<file path="config.mk">
export PLATFORM = sky130hd
export DESIGN_NAME = serial_comparator
export DESIGN_NICKNAME = d
export VERILOG_FILES = /design/src/rtl/comparator_pkg.sv /design/src/rtl/serial_comparator.sv
export SDC_FILE = /design/constraint.sdc
export NUM_CORES = 1
export LEC_CHECK = 0
export BUFFER_PORTS_ARGS = -buffer_cell sky130_fd_sc_hd__buf_2
export CORE_ASPECT_RATIO = 1.5
export CORE_MARGIN = 2
export CORE_UTILIZATION = 30
export DETAILED_ROUTE_END_ITERATION = 10
export SLEW_MARGIN = 15
export SYNTH_ARGS = -nofsm -noshare
export SYNTH_HDL_FRONTEND = slang
export SYNTH_SLANG_ARGS = --single-unit
</file>
<file path="constraint.sdc">
create_clock -name clk -period 2.11 [get_ports clk]
set_clock_uncertainty 0.2 [all_clocks]
set_input_delay 0.211 -clock clk [delete_from_list [all_inputs] [get_ports clk]]
set_output_delay 0.211 -clock clk [all_outputs]
set_load 0.02 [all_outputs]
</file>
<file path="src/rtl/comparator_pkg.sv">
// ============================================================================
// Module      : comparator_pkg
// Description : Shared types and constants for the bit-serial comparator.
// Revision    : 1.0 - initial release
// ============================================================================
`default_nettype none

package comparator_pkg;

    localparam int CMP_N_DEFAULT = 32;

    typedef enum logic [1:0] {
        IDLE = 2'd0,
        SCAN = 2'd1,
        DONE = 2'd2
    } cmp_state_t;

endpackage

`default_nettype wire

</file>
<file path="src/rtl/serial_comparator.sv">
// ============================================================================
// Module      : serial_comparator
// Description : MSB-first bit-serial unsigned comparator with early exit.
// Revision    : 1.0 - initial release
// ============================================================================
`default_nettype none

module serial_comparator
    import comparator_pkg::*;
#(
    parameter int N = CMP_N_DEFAULT
) (
    input  logic         clk,
    input  logic         rst,
    input  logic         start,
    input  logic [N-1:0] a,
    input  logic [N-1:0] b,
    output logic         busy,
    output logic         done,
    output logic         L,
    output logic         G,
    output logic         E
);

    localparam int C_CNT_W = $clog2(N);

    cmp_state_t         r_state;
    cmp_state_t         w_state_next;
    logic [N-1:0]       r_sa;
    logic [N-1:0]       r_sb;
    logic [C_CNT_W-1:0] r_cnt;
    logic               r_lt;
    logic               r_gt;
    logic               r_eq;
    logic               w_msb_diff;
    logic               w_cnt_zero;

    assign w_msb_diff = r_sa[N-1] ^ r_sb[N-1];
    assign w_cnt_zero = (r_cnt == '0);

    always_ff @(posedge clk) begin
        if (rst) begin
            r_state <= IDLE;
        end else begin
            r_state <= w_state_next;
        end
    end

    always_comb begin
        w_state_next = r_state;
        busy         = 1'b0;
        done         = 1'b0;
        case (r_state)
            IDLE: begin
                if (start) begin
                    w_state_next = SCAN;
                end
            end
            SCAN: begin
                busy = 1'b1;
                if (w_msb_diff || w_cnt_zero) begin
                    w_state_next = DONE;
                end
            end
            DONE: begin
                busy         = 1'b1;
                done         = 1'b1;
                w_state_next = IDLE;
            end
            default: begin
                w_state_next = IDLE;
            end
        endcase
    end

    // Datapath: operands shift toward the MSB so only bit N-1 is ever examined.
    always_ff @(posedge clk) begin
        if (rst) begin
            r_sa  <= '0;
            r_sb  <= '0;
            r_cnt <= '0;
            r_lt  <= 1'b0;
            r_gt  <= 1'b0;
            r_eq  <= 1'b0;
        end else begin
            case (r_state)
                IDLE: begin
                    if (start) begin
                        r_sa  <= a;
                        r_sb  <= b;
                        r_cnt <= C_CNT_W'(N - 1);
                        r_lt  <= 1'b0;
                        r_gt  <= 1'b0;
                        r_eq  <= 1'b0;
                    end
                end
                SCAN: begin
                    if (w_msb_diff) begin
                        r_gt <= r_sa[N-1];
                        r_lt <= ~r_sa[N-1];
                    end else if (w_cnt_zero) begin
                        r_eq <= 1'b1;
                    end else begin
                        r_sa  <= {r_sa[N-2:0], 1'b0};
                        r_sb  <= {r_sb[N-2:0], 1'b0};
                        r_cnt <= r_cnt - C_CNT_W'(1);
                    end
                end
                default: begin
                end
            endcase
        end
    end

    assign L = r_lt;
    assign G = r_gt;
    assign E = r_eq;

endmodule

`default_nettype wire

</file>
* After elaboration in Yosys (flattened, before gate mapping) *
Index checks and enable logic that the tools add are counted.

storage, ports and cells
  memories = 0
  bits in writable memories = 0
  latch bits = 0
  bits in read-only memories = 0
  flip-flop bits (word level) = 74
  bits of input ports = 67

operators by class
  shift-type cells = 0
  equality and inequality tests = 8
  multipliers = 0
  add/subtract/negate cells = 1
  reduce and logical (&&, ||, !) cells = 9
  divide/modulo/power cells = 0
  bitwise operators = 2
  magnitude comparators = 0
  muxes and demuxes = 25

operators by type and width
  operator               number
  $mux W32               6
  $pmux W32 S2           2
  $mux W5                3
  $ne A2 B2 Y1 const B   6
  $pmux W5 S2            1
  $reduce_and A4 Y1      2
  $mux W1                7
  $pmux W1 S2            3
  $logic_not A5 Y1       1
  $sub A5 B1 Y5 const B  1
  $mux W2                2
  $pmux W2 S2            1
  $reduce_and A3 Y1      1
  $eq A2 B1 Y1 const B   1
  $eq A2 B2 Y1 const B   1
  $logic_not A2 Y1       1
  $reduce_and A2 Y1      1
  $reduce_bool A2 Y1     1
  $reduce_or A2 Y1       1
  $logic_or A1 B1 Y1     1
  $not A1 Y1             1
  $xor A1 B1 Y1          1

* Depth between registers and ports, before layout *
Gate-level depths: netlist (run 1).

  word-level depth = 4
  gate-level depth with buffers = 9
  gate-level depth less buffers = 6

* Worst setup path before layout (run 1) *
Ideal clock, no wire load.

  path type = register -> register
  start = register r_state[0]
  end = register r_sb[10]
  data arrival time = 1.542 ns
  clock period less this slack = 1.876 ns
  setup slack = 0.234 ns
  stages on the path, launching flop included = 8
  required time = 1.776 ns
  buffers on the path = 1
  path through = dfxtp_1 inv_1 ha_1 nor2b_1 a211o_2 nor2_4 buf_4 a211oi_1

between the ends
  cells in the longest elaborated chain, start to end = 3
  elaborated cells between the ends (all ways) = 8
  classes of those cells = 4 x eq/ne; 1 x mux; 3 x reduce/logical

RTL lines
  element                                                              line                      text
  start: declaration                                                   serial_comparator.sv:27   cmp_state_t r_state;
  start signal: assignment                                             serial_comparator.sv:45   r_state <= w_state_next;
  $eq A2 B1 Y1 or $logic_not A2 Y1 (tied branches)                     serial_comparator.sv:86   case (r_state)
  $ne A2 B2 Y1 (no source line) or $reduce_bool A2 Y1 (tied branches)  n/a
  $reduce_and A4 Y1 (no source line)                                   n/a
  end signal: assignment                                               serial_comparator.sv:105  r_sb <= {r_sb[N-2:0], 1'b0};
  end: declaration                                                     serial_comparator.sv:30   logic [N-1:0] r_sb;

Several ways; a longest one is shown, not always the timed one.
A chain may end at the register's enable or synchronous reset.

* Worst setup path in the final report (run 1) *
  start = register r_state[0]
  end = register r_sa[20]

between the ends
  cells in the longest elaborated chain, start to end = 3
  elaborated cells between the ends (all ways) = 8
  classes of those cells = 4 x eq/ne; 1 x mux; 3 x reduce/logical

RTL lines
  element                                                              line                      text
  $eq A2 B1 Y1 or $logic_not A2 Y1 (tied branches)                     serial_comparator.sv:86
  $ne A2 B2 Y1 (no source line) or $reduce_bool A2 Y1 (tied branches)  n/a
  $reduce_and A4 Y1 (no source line)                                   n/a
  end signal: assignment                                               serial_comparator.sv:104  r_sa <= {r_sa[N-2:0], 1'b0};
  end: declaration                                                     serial_comparator.sv:29   logic [N-1:0] r_sa;

Several ways; a longest one is shown, not always the timed one.

==> impl.org, run 1 <==
** Die
- After floorplanning, the core was divided into 48 placement rows.
- Die Wd :: 92.6 um
- Die span in y :: 137 um
- Initial Utilization :: 30.8%
- Floorplan die area :: 12700 sq um
- 72 I/O pins were placed.
- Std-Cell Core Area :: 11500 sq um

** Yosys
- Most instantiated cells after synthesis :: 74 x sky130_fd_sc_hd__dfxtp_1, 70 x sky130_fd_sc_hd__a21oi_1, 64 x sky130_fd_sc_hd__a211oi_1, 63 x sky130_fd_sc_hd__mux2i_1, 14 x sky130_fd_sc_hd__clkbuf_1
- For this run, the number of Yosys warnings is 0.
- After synthesis, the cell types taking the most area are sky130_fd_sc_hd__dfxtp_1 42%, sky130_fd_sc_hd__mux2i_1 18%, sky130_fd_sc_hd__a211oi_1 14%.
- Syn_area_per_cell :: 9.64 sq um
- Synthesis produced a netlist whose cell count is 366.
- Top-count cell post-synth :: sky130_fd_sc_hd__dfxtp_1
- Number of synthesized flops with an enable pin :: 0
- In this run the cell area of the synthesized design comes to 3530 sq um.
- Post-synth top area cell :: sky130_fd_sc_hd__dfxtp_1
- Post-Synthesis Net Count :: 437
- The synthesized design contains 74 register bits.
- Library cells used by synthesis :: 35
- Share of Yosys cell area claimed by the top area cell type :: 42.0%
- FFs w/ async S/R, synth :: 0%
- Sequential elements use 42.0% of the synthesized area.
- Leading register cell type out of synthesis :: sky130_fd_sc_hd__dfxtp_1

** STA
- Setup violations remaining at the end of the flow were counted as 0.
- Fraction of the cycle the final worst path needs :: 94.6%
- For the pin with the worst max-slew slack, the measured transition is 0.533 ns.
- Derived from the worst setup path, the maximum achievable clock frequency is 501 MHz.
- Slew Limit Fails :: 0
- Final sum of negative setup slack :: 0 ns
- RSZ-0062 raised after global routing :: false
- Number of hold-slack violations in the final timing report :: 0
- In this run the tightest slew margin relative to its limit is 64.5%.
- Hold is met by 0.0125 ns.
- Subtracting the final worst setup slack from the clock period gives 2.00 ns.

** Placed design
- IO buf count :: 71
- Once detailed placement completed, the half-perimeter wirelength came to 6000 um.
- GPL Wtd Cong :: 0.713

** Clock network
- Clock network latency to the later pin of the worst-skew pair :: 0.33 ns
- TritonCTS clock tree :: done
- Count of clock tree sinks :: 74
- Clock slew seen by the registers of the worst setup and hold paths :: 0.06 ns
- In this run, CTS created clock tree buffers numbering 9.
- Root Buffer Master :: sky130_fd_sc_hd__clkbuf_16
- Number of buffers on the longest clock path :: 2
- In this run the number of H-tree levels came out at 3.

** Setup path
- Setup crit start kind :: flop
- Critical Path Sink Type :: flop
- Critical path peak fanout :: 32
- Arrival time reported for the critical path endpoint :: 2.00 ns
- CP Data Required Time :: 2.11 ns
- The worst setup path is of the flop to flop kind.

** Layout
- The repair_antennas step left the layout with diodes totalling 0.
- Nets :: 505
- Fillers :: 1142
- In the final layout, the share of cells above drive strength 1 is 27.9%.
- From synthesis to final layout, the design area changed by 28.5%.

** Run status
- Run status :: finished, final reports clean

** Flow run
- Count of maximum capacitance violations :: 0

** Drt
- Number of vias per cell after detailed routing :: 5.19
- Residual DRC count :: 0
- Final wirelength :: 9050 um
- The detail route stage leaves a number of antenna-violating nets equal to 0.
- For this block, the via count after detailed routing is 3053.
- Number of optimization iterations in the first detailed-route pass :: 4
- Violation count after the first detailed-routing iteration :: 155
- Dividing the detail-routed wire length by the instance count gives 15.4 um.

** Power
- Summed over all cells, the static leakage comes to 1.75 nW.
- Per report_power, the combinational group accounts for 48.4% of the total.
- The internal power of the cells totals 4.78 mW.
- Summed over all nets, the switching power comes to 2.92 mW.
- In this run, the clock network consumes 22.3% of the power.
- Net switching is 37.9% of the power.
- Sequential Power Share :: 29.3%
- In this run the power density over the cells is 1700 nW/um^2.
- VDD sags by at most 0.000789 V.

** Global routing
- Antenna violations before repair :: 0
- Via count of the first global-routing pass :: 3099
- Global routing used 14.4% of the available tracks across all layers.
- Total congestion overflow :: 0
- Entering global routing, the biggest net connects 63 pins.
- The first global-routing pass estimated 14600 um of wire.

** Worst hold path
- The tightest min-delay check is of the primary input to flop type.
-- cell usage in the layout (no fill, tap or decap), types with 2 or more instances in the layout --
| cell | synthesis | final |
|---|---|---|
| sky130_fd_sc_hd__a211oi_1 | 64 | 57 |
| sky130_fd_sc_hd__a211oi_2 | 1 | 7 |
| sky130_fd_sc_hd__a21oi_1 | 70 | 70 |
| sky130_fd_sc_hd__a22oi_1 | 2 | 2 |
| sky130_fd_sc_hd__buf_12 | 0 | 5 |
| sky130_fd_sc_hd__buf_2 | 10 | 71 |
| sky130_fd_sc_hd__buf_4 | 7 | 11 |
| sky130_fd_sc_hd__buf_6 | 4 | 2 |
| sky130_fd_sc_hd__bufinv_16 | 0 | 3 |
| sky130_fd_sc_hd__clkbuf_16 | 0 | 10 |
| sky130_fd_sc_hd__dfxtp_1 | 74 | 72 |
| sky130_fd_sc_hd__dfxtp_2 | 0 | 2 |
| sky130_fd_sc_hd__dlygate4sd3_1 | 0 | 2 |
| sky130_fd_sc_hd__ha_1 | 4 | 3 |
| sky130_fd_sc_hd__inv_1 | 8 | 8 |
| sky130_fd_sc_hd__mux2i_1 | 63 | 63 |
| sky130_fd_sc_hd__nand2_1 | 7 | 6 |
| sky130_fd_sc_hd__nand2b_1 | 2 | 2 |
| sky130_fd_sc_hd__nand3_1 | 2 | 2 |
| sky130_fd_sc_hd__nor2_1 | 6 | 6 |
| sky130_fd_sc_hd__nor2b_1 | 2 | 2 |
| sky130_fd_sc_hd__nor3_1 | 5 | 5 |
| sky130_fd_sc_hd__o21ai_0 | 4 | 4 |
| sky130_fd_sc_hd__o22ai_1 | 2 | 2 |
-- metrics by stage --
step | setup slack (ns) | cells | instance area [sq um] | util [%] | power, mW
floorplan | 0.234 | 366 | 3530 | - | 4.94
global placement | 0.128 | 567 | 4070 | 35.5 | 5.61
detailed placement | 0.0607 | 567 | 4070 | 35.5 | 5.75
CTS | 0.0448 | 584 | 4430 | 38.6 | 7.49
global route | 0.00810 | 588 | 4540 | 39.5 | 8.23
finish | 0.114 | 588 | 4540 | 39.5 | 7.71
-- area by class of cell --
class / instances / area (sq um) / share of cell area, %
clock buffers: 10 / 229 / 5.05
clock inverters: 5 / 104 / 2.29
inverters: 8 / 30.0 / 0.662
multi-input cells: 248 / 1880 / 41.5
flip-flops and latches: 74 / 1480 / 32.7
well taps: 150 / 188 / 4.14
repair buffers: 93 / 621 / 13.7
-- path summary, 6_finish.rpt --
| kind | start | to | slack (ns) | cells after the start |
|---|---|---|---|---|
| max reg2reg | r_state[0] | r_sa[20] | 0.11 | 7 |
| max | r_state[0] | r_sa[20] | 0.11 | 7 |
| min reg2reg | r_sb[0] | r_sb[0] | 0.28 | 2 |
| min | b[13] | r_sb[13] | 0.01 | 3 |
-- state kept, by name, summed over array words and instances, names as in the netlist --
name	flops
E	1
G	1
r_sa	32
r_cnt	5
r_sb	32
L	1
r_state	2
-- critical path: stages (launching register included) --
cell	delay [ns]
sky130_fd_sc_hd__dfxtp_2	0.36
sky130_fd_sc_hd__inv_1	0.07
sky130_fd_sc_hd__ha_1	0.23
sky130_fd_sc_hd__nor2b_1	0.18
sky130_fd_sc_hd__a211o_2	0.31
sky130_fd_sc_hd__nor2_4	0.19
sky130_fd_sc_hd__buf_12	0.21
sky130_fd_sc_hd__a211oi_1	0.10
-- cells by family (layout without fill, tap and decap cells) --
logic type / count (synthesis) / after routing / synth area share (%)
xor gates and xnor gates: 2 / 2 / 0.496
adders and majority gates: 4 / 4 / 1.42
muxes: 64 / 64 / 18.2
and+or+nand+nor: 29 / 29 / 4.50
DFF: 74 / 74 / 42.0
buffers and inverters: 44 / 116 / 6.63
AOI/OAI and AO/OA: 149 / 149 / 26.8
-- power groups by stage --
stage	Combinational, mW	Clock [mW]	Sequential, mW
floorplan	2.75	0	2.19
detailed placement	3.48	0	2.27
global placement	3.37	0	2.24
finish	3.73	1.72	2.26
CTS	3.49	1.76	2.24
global route	4.12	1.80	2.31
-- layer usage --
| layer | vias to the layer above | global-route usage (%) | routed length [um] |
|---|---|---|---|
| met3 | 11 | 3.19 | 406 |
| li1 | 1515 | - | - |
| met5 | - | 0 | 0 |
| met4 | 0 | 6.47 | 140 |
| met1 | 1475 | 16.8 | 3990 |
| met2 | 52 | 25.2 | 4510 |
-- what timing repair did --
item                                    in CTS  in global routing
endpoints found under the setup margin       0                 45
setup buffers                                0                  3
hold endpoints to repair                     2                  0
resized for setup                            0                 14
hold buffers                                 2                  0
Note: power is estimated with default switching activity, not from simulation.
==> inputs of run 2 (changes only) <==
CTS_BUF_LIST = sky130_fd_sc_hd__clkbuf_4   (was default)
==> run 2 against run 1 <==
Compared with the run above:
- critical endpoint is now r_sb[2]
- routed wire length increased by 1.6%
- sequential power about the same
- worst hold slack improved by 0.0053 ns
- register-to-register slack got worse by 0.04 ns
- core utilization increased by 4.0 points
- largest cell class unchanged
==> impl.org, run 2 (synthesis results as in run 1) <==
** Placed design
- DP HPWL :: 6000 um
- OpenSTA, run right after detailed placement, puts the worst setup slack at 0.0607 ns.
- GPL Wtd Cong :: 0.713
- The number of placed instances, taps included, is 567.
- Input and output buffers added on the ports amount to 71.
- In this run the cell area measured after placement is 4070 sq um.

** Setup path
- Setup crit start kind :: flop
- STA classifies the critical path endpoint as a flop.
- At the worst endpoint, the arrival time is 2.17 ns.
- Critical path peak fanout :: 19
- Highest cell delay on the worst timing path :: 0.39 ns
- Critical-path cell with the highest stage delay :: sky130_fd_sc_hd__dfxtp_2
- Critical path, cell by cell :: inv_1, ha_1, nor2b_2, a211oi_4, buf_4, buf_12, a21oi_1, a211oi_1
- At the worst endpoint, the required time is 2.25 ns.
- The critical path in this run is classified as flop to flop.

** STA
- Based on the critical path, the design can be clocked at up to 492 MHz.
- Subtracting the final worst setup slack from the clock period gives 2.03 ns.
- Post-route worst setup slack :: 0.0762 ns
- Of the available clock period, the critical path in the final layout requires 96.4%.
- Slew Limit Fails :: 0
- Setup violations remaining at the end of the flow were counted as 0.
- Number of hold-slack violations in the final timing report :: 0
- Minimum hold slack :: 0.0178 ns
- Final sum of negative setup slack :: 0 ns
- Worst slew pin tran :: 0.528 ns
- Relative slew margins :: 64.8%

** Die
- The die covers 12700 sq um.
- After floorplanning, the core was divided into 48 placement rows.
- Initial Utilization :: 30.8%
- Die Wd :: 92.6 um
- In this run the vertical extent of the chip is 137 um.
- Number of I/O pins :: 72
- Std-Cell Core Area :: 11500 sq um

** Layout
- Leading cell type in the layout, fill and taps excluded :: sky130_fd_sc_hd__dfxtp_1
- Area growth from synthesis to layout :: 41.5%
- For this run, the post-layout net count is 569.
- Commonest cells after routing, fill and taps aside :: 72 x sky130_fd_sc_hd__dfxtp_1, 71 x sky130_fd_sc_hd__buf_2, 70 x sky130_fd_sc_hd__a21oi_1, 65 x sky130_fd_sc_hd__dlygate4sd3_1, 63 x sky130_fd_sc_hd__mux2i_1
- Largest registers :: r_sa (32), r_sb (32), r_cnt (5)
- Layout Cells excl Fill :: 653
- Final std cell area, no fill :: 4990 sq um
- Share of cells above drive strength 1 :: 24.1%
- For this run, the share of the core covered by cells in the final layout is 43.5%.

** Run status
- Run status :: finished, final reports clean

** Global routing
- Overall fraction of global-route tracks in use :: 14.9%
- Total congestion overflow :: 0
- The first global-routing pass estimated 15200 um of wire.
- Pin count of the biggest net entering global routing :: 63
- The initial antenna violation count came to 1.
- The via count of the first global-routing pass is 3301.

** Power
- Clock network fraction of design power :: 15.5%
- Power Dens Cells :: 1420 nW/um^2
- Relative contribution of combinational cells to total power :: 52.9%
- Static leakage power :: 1.95 nW
- Power, Total :: 7.11 mW
- Sequential Power Share :: 31.6%
- Of the total power, the share spent switching nets is 39.7%.
- Internal power :: 4.29 mW
- Maximum VDD drop :: 0.000597 V
- For this design the total switching power over the nets is 2.83 mW.

** Clock network
- Root Buffer Master :: sky130_fd_sc_hd__clkbuf_4
- Total clock buffers created by CTS :: 9
- The H-tree was split into 3 levels.
- Clock slew seen by the registers of the worst setup and hold paths :: 0.12 ns
- For this design, the sink count on the clock tree is 74.
- Number of buffers on the longest clock path :: 2
- TritonCTS built the clock tree.
- Clock latency on the worst-skew pair, taken at its later pin, is 0.44 ns.

** Drt
- Number of vias per cell after detailed routing :: 4.98
- Detailed-route wire length per cell :: 14.1 um
- The first routing iteration left 133 violations.
- Number of optimization iterations in the first detailed-route pass :: 4
- Summing over every cut layer, the via total after detailed routing is 3251.
- Wires add up to 9190 um.
- Residual DRC count :: 0
- Once detail routing completed, the nets flagged for antenna violations numbered 0.

** Flow run
- Count of maximum capacitance violations :: 0

** Worst hold path
- The path class of the tightest hold or removal check is primary input to flop.
run 2: cell count changes in the layout (fill, tap and decap cells not counted), sizes merged:
cell         before  now
buf              90   91
dlygate4sd3       2   65
diode             0    1
run 2: path summary, 6_finish.rpt:
kind                                 start       end  slack, ns  cells past startpoint
worst min-delay path                   rst  r_cnt[2]       0.02                      2
worst min register to register     r_sb[0]   r_sb[0]       0.29                      2
worst max-delay path            r_state[0]   r_sb[2]       0.08                      8
worst max register to register  r_state[0]   r_sb[2]       0.08                      8
run 2: what timing repair did:
action                     4_1_cts  5_1_grt
hold endpoints to repair        65        0
buffers inserted                 0        4
hold buffers                    65        0
setup endpoints to repair        0       55
gates resized for setup          0        8
run 2: critical path: cells and delay by family (launching register included):
family	cells	cell delay, ns
AO/OA/AOI/OAI	3	0.51
adder cells (fa/ha/maj)	1	0.22
buffers and inverters	3	0.42
flip-flops	1	0.39
AND/OR/NAND/NOR	1	0.19
run 2: power groups by stage:
stage          Sequential [mW]  Combinational [mW]  Clock (mW)
2_1_floorplan             2.19                2.75           0
3_3_place_gp              2.24                3.37           0
3_5_place_dp              2.27                3.48           0
4_1_cts                   2.23                3.58        1.14
5_1_grt                   2.31                4.15        1.19
6_report                  2.25                3.76        1.10
run 2: layout make-up:
type                    count  area, sq um
flip-flops and latches     74         1480
repair buffers            157         1250
well taps                 150          188
multi-input cells         248         1860
clock buffers              10         75.1
clock inverters             5          104
inverters                   8         30.0
fillers                  1138         6480
diodes                      1         2.50
run 2: layer usage:
layer  vias up  wire length (um)  track usage (%)
met5         -                 0                0
met4         0               148             5.22
met3        12               344             3.19
met2        52              4540             26.2
met1      1542              4160             17.8
li1       1645                 -                -
==> inputs of run 3 (changes only) <==
SETUP_SLACK_MARGIN = 0.2   (was default)
==> run 3 against run 2 <==
Compared with the run above:
- sequential share of layout area shrank 3.7 points
- routed wire length grew 27%
- clock power is essentially flat
- highest routed layer unchanged
- critical path type unchanged
==> impl.org, run 3 (synthesis results as in run 1) <==
** Setup path
- Worst path top cell family by delay :: buffers and inverters
- The number of buffers and inverters on the critical path is 4.
- Critical path, cell by cell :: buf_6, ha_4, buf_12, a211oi_4, buf_6, clkbuf_16, a21oi_1, a211oi_1
- The largest single stage delay on the critical path is 0.35 ns.
- CP Data Required Time :: 2.24 ns
- Critical path peak fanout :: 8
- The worst register-to-register path has a setup slack of 0.09 ns.
- The worst setup path is captured at a flop.
- At the worst endpoint, the arrival time is 2.15 ns.
- Classification of the worst setup path :: flop to flop
- STA classifies the critical path startpoint as a flop.
- By instance count, the cell type seen most on the critical path is sky130_fd_sc_hd__buf_6.
- The slowest stage of the critical path belongs to the cell sky130_fd_sc_hd__dfxtp_2.

** Layout
- Summing all non-filler instances in the final layout gives an area of 5710 sq um.
- Largest registers :: r_sa (32), r_sb (32), r_cnt (5)
- Area of the multi-input gates :: 2090 sq um
- The filler cells instantiated in the layout total 1035.
- Storage cell area :: 1490 sq um
- In the final layout, the share of cells above drive strength 1 is 36.4%.
- Nets :: 597
- From synthesis to final layout, the design area changed by 61.7%.
- Commonest cells after routing, fill and taps aside :: 71 x sky130_fd_sc_hd__dfxtp_1, 71 x sky130_fd_sc_hd__buf_2, 65 x sky130_fd_sc_hd__dlygate4sd3_1, 63 x sky130_fd_sc_hd__mux2i_1, 63 x sky130_fd_sc_hd__a21oi_1

** Placed design
- DP HPWL :: 6000 um
- At the end of routability-driven placement, the weighted congestion stood at 0.713.
- IO buf count :: 71
- Standard cell area after detailed placement :: 4070 sq um
- OpenSTA, run right after detailed placement, puts the worst setup slack at 0.0607 ns.

** STA
- RSZ-0062 raised after global routing :: true
- Post-route worst setup slack :: 0.0946 ns
- For this run, the top clock speed supported by timing is 496 MHz.
- After layout, the worst path uses 95.5% of the clock period.
- Final sum of negative setup slack :: 0 ns
- Slew Limit Fails :: 0
- Worst slew pin tran :: 0.580 ns
- Final critical path time including I/O delays and setup :: 2.02 ns
- The worst pin sits at a relative slew slack of 61.3%.
- The hold violation total from the final report was 0.
- Setup violators final :: 0

** Drt
- Final wirelength :: 11700 um
- Total vias in the final route :: 3578
- The detail route stage leaves a number of antenna-violating nets equal to 0.
- The first TritonRoute pass finished after 4 iterations.
- Dividing the detail-routed wire length by the instance count gives 17.1 um.
- Number of vias per cell after detailed routing :: 5.25
- Residual DRC count :: 0
- The detailed router finished its first iteration with 184 violations.

** Power
- Power Dens Cells :: 1610 nW/um^2
- Maximum VDD drop :: 0.000701 V
- Static leakage power :: 2.24 nW

** Global routing
- Via count of the first global-routing pass :: 3605
- Overall fraction of global-route tracks in use :: 17.8%
- The first global-routing pass estimated 17600 um of wire.
- Pin count of the biggest net entering global routing :: 36
- Total congestion overflow :: 0
- Antenna violations before repair :: 1

** Clock network
- Number of buffers on the longest clock path :: 2
- TritonCTS created 9 clock buffers.
- The tree is rooted in a sky130_fd_sc_hd__clkbuf_4.
- Clock network latency to the later pin of the worst-skew pair :: 0.44 ns
- Max H-tree Level :: 3
- CTS saw 74 sinks.
- TritonCTS clock tree :: done
- Clock slew seen by the registers of the worst setup and hold paths :: 0.13 ns

** Die
- Number of cell rows :: 48
- During I/O placement, the number of pins put on the boundary was 72.
- Floorplan die area :: 12700 sq um
- Std-Cell Core Area :: 11500 sq um
- The initial utilization of the core area, before any placement, comes to 30.8%.
- The die is 137 um tall.
- Die Wd :: 92.6 um

** Flow run
- The tool flagged a number of max-cap violations equal to 0.

** Run status
- The run finished with clean final reports.

** Worst hold path
- Hold/Removal Path Class :: primary input to flop
[run 3: path summary, 6_finish.rpt]
| check | startpoint | to | cells after the start |
|---|---|---|---|
| max | r_state[0] | r_sa[31] | 8 |
| min | rst | r_cnt[2] | 2 |
| max reg2reg | r_state[0] | r_sa[31] | 8 |
| min reg2reg | r_sa[20] | r_sa[20] | 2 |
[run 3: worst reg2reg max path: cells and delay by family (launching register included)]
kind	cells	cell delay, ns
adders and majority gates	1	0.18
AOI/OAI and AO/OA	3	0.59
buffers and inverters	4	0.59
DFF	1	0.35
[run 3: area by class of cell]
cell class	count	share of cell area, %
antenna	1	0.0439
clock buffer	10	1.32
clock inverter	5	1.82
inverter	8	0.526
multi-input combinational	248	36.6
sequential	74	26.0
tap	150	3.29
timing repair buffer	185	30.4
[run 3: power by group]
part | total, mW | switching, mW | internal [mW] | leakage (nW)
registers | 2.28 | 0.352 | 1.93 | 0.615
clock network | 1.12 | 0.510 | 0.607 | 0.0964
logic | 5.78 | 2.77 | 3.01 | 1.53
[run 3: metal layers]
layer | vias up | global-route usage [%] | wire length, um
met1 | 1770 | 21.1 | 4890
met2 | 87 | 31.3 | 6020
li1 | 1702 | - | -
met3 | 19 | 2.75 | 446
met5 | - | 0 | 0
met4 | 0 | 8.21 | 328
[run 3: timing repair]
action | CTS | global route
setup buffers | 20 | 2
pin swaps | 18 | 40
hold buffers | 65 | 0
setup endpoints to repair | 69 | 71
gates resized for setup | 41 | 35
gates cloned | 7 | 4
hold endpoints to repair | 65 | 0
[run 3: through the flow]
stage	cells	hold WS (ns)	utilization (%)	total power [mW]
6_report	681	0.0707	49.7	9.18
5_1_grt	681	0.0797	49.7	9.67
4_1_cts	674	0.0357	47.2	8.31
3_5_place_dp	567	0.269	35.5	5.75
3_3_place_gp	567	0.271	35.5	5.61
2_1_floorplan	366	0.151	-	4.94
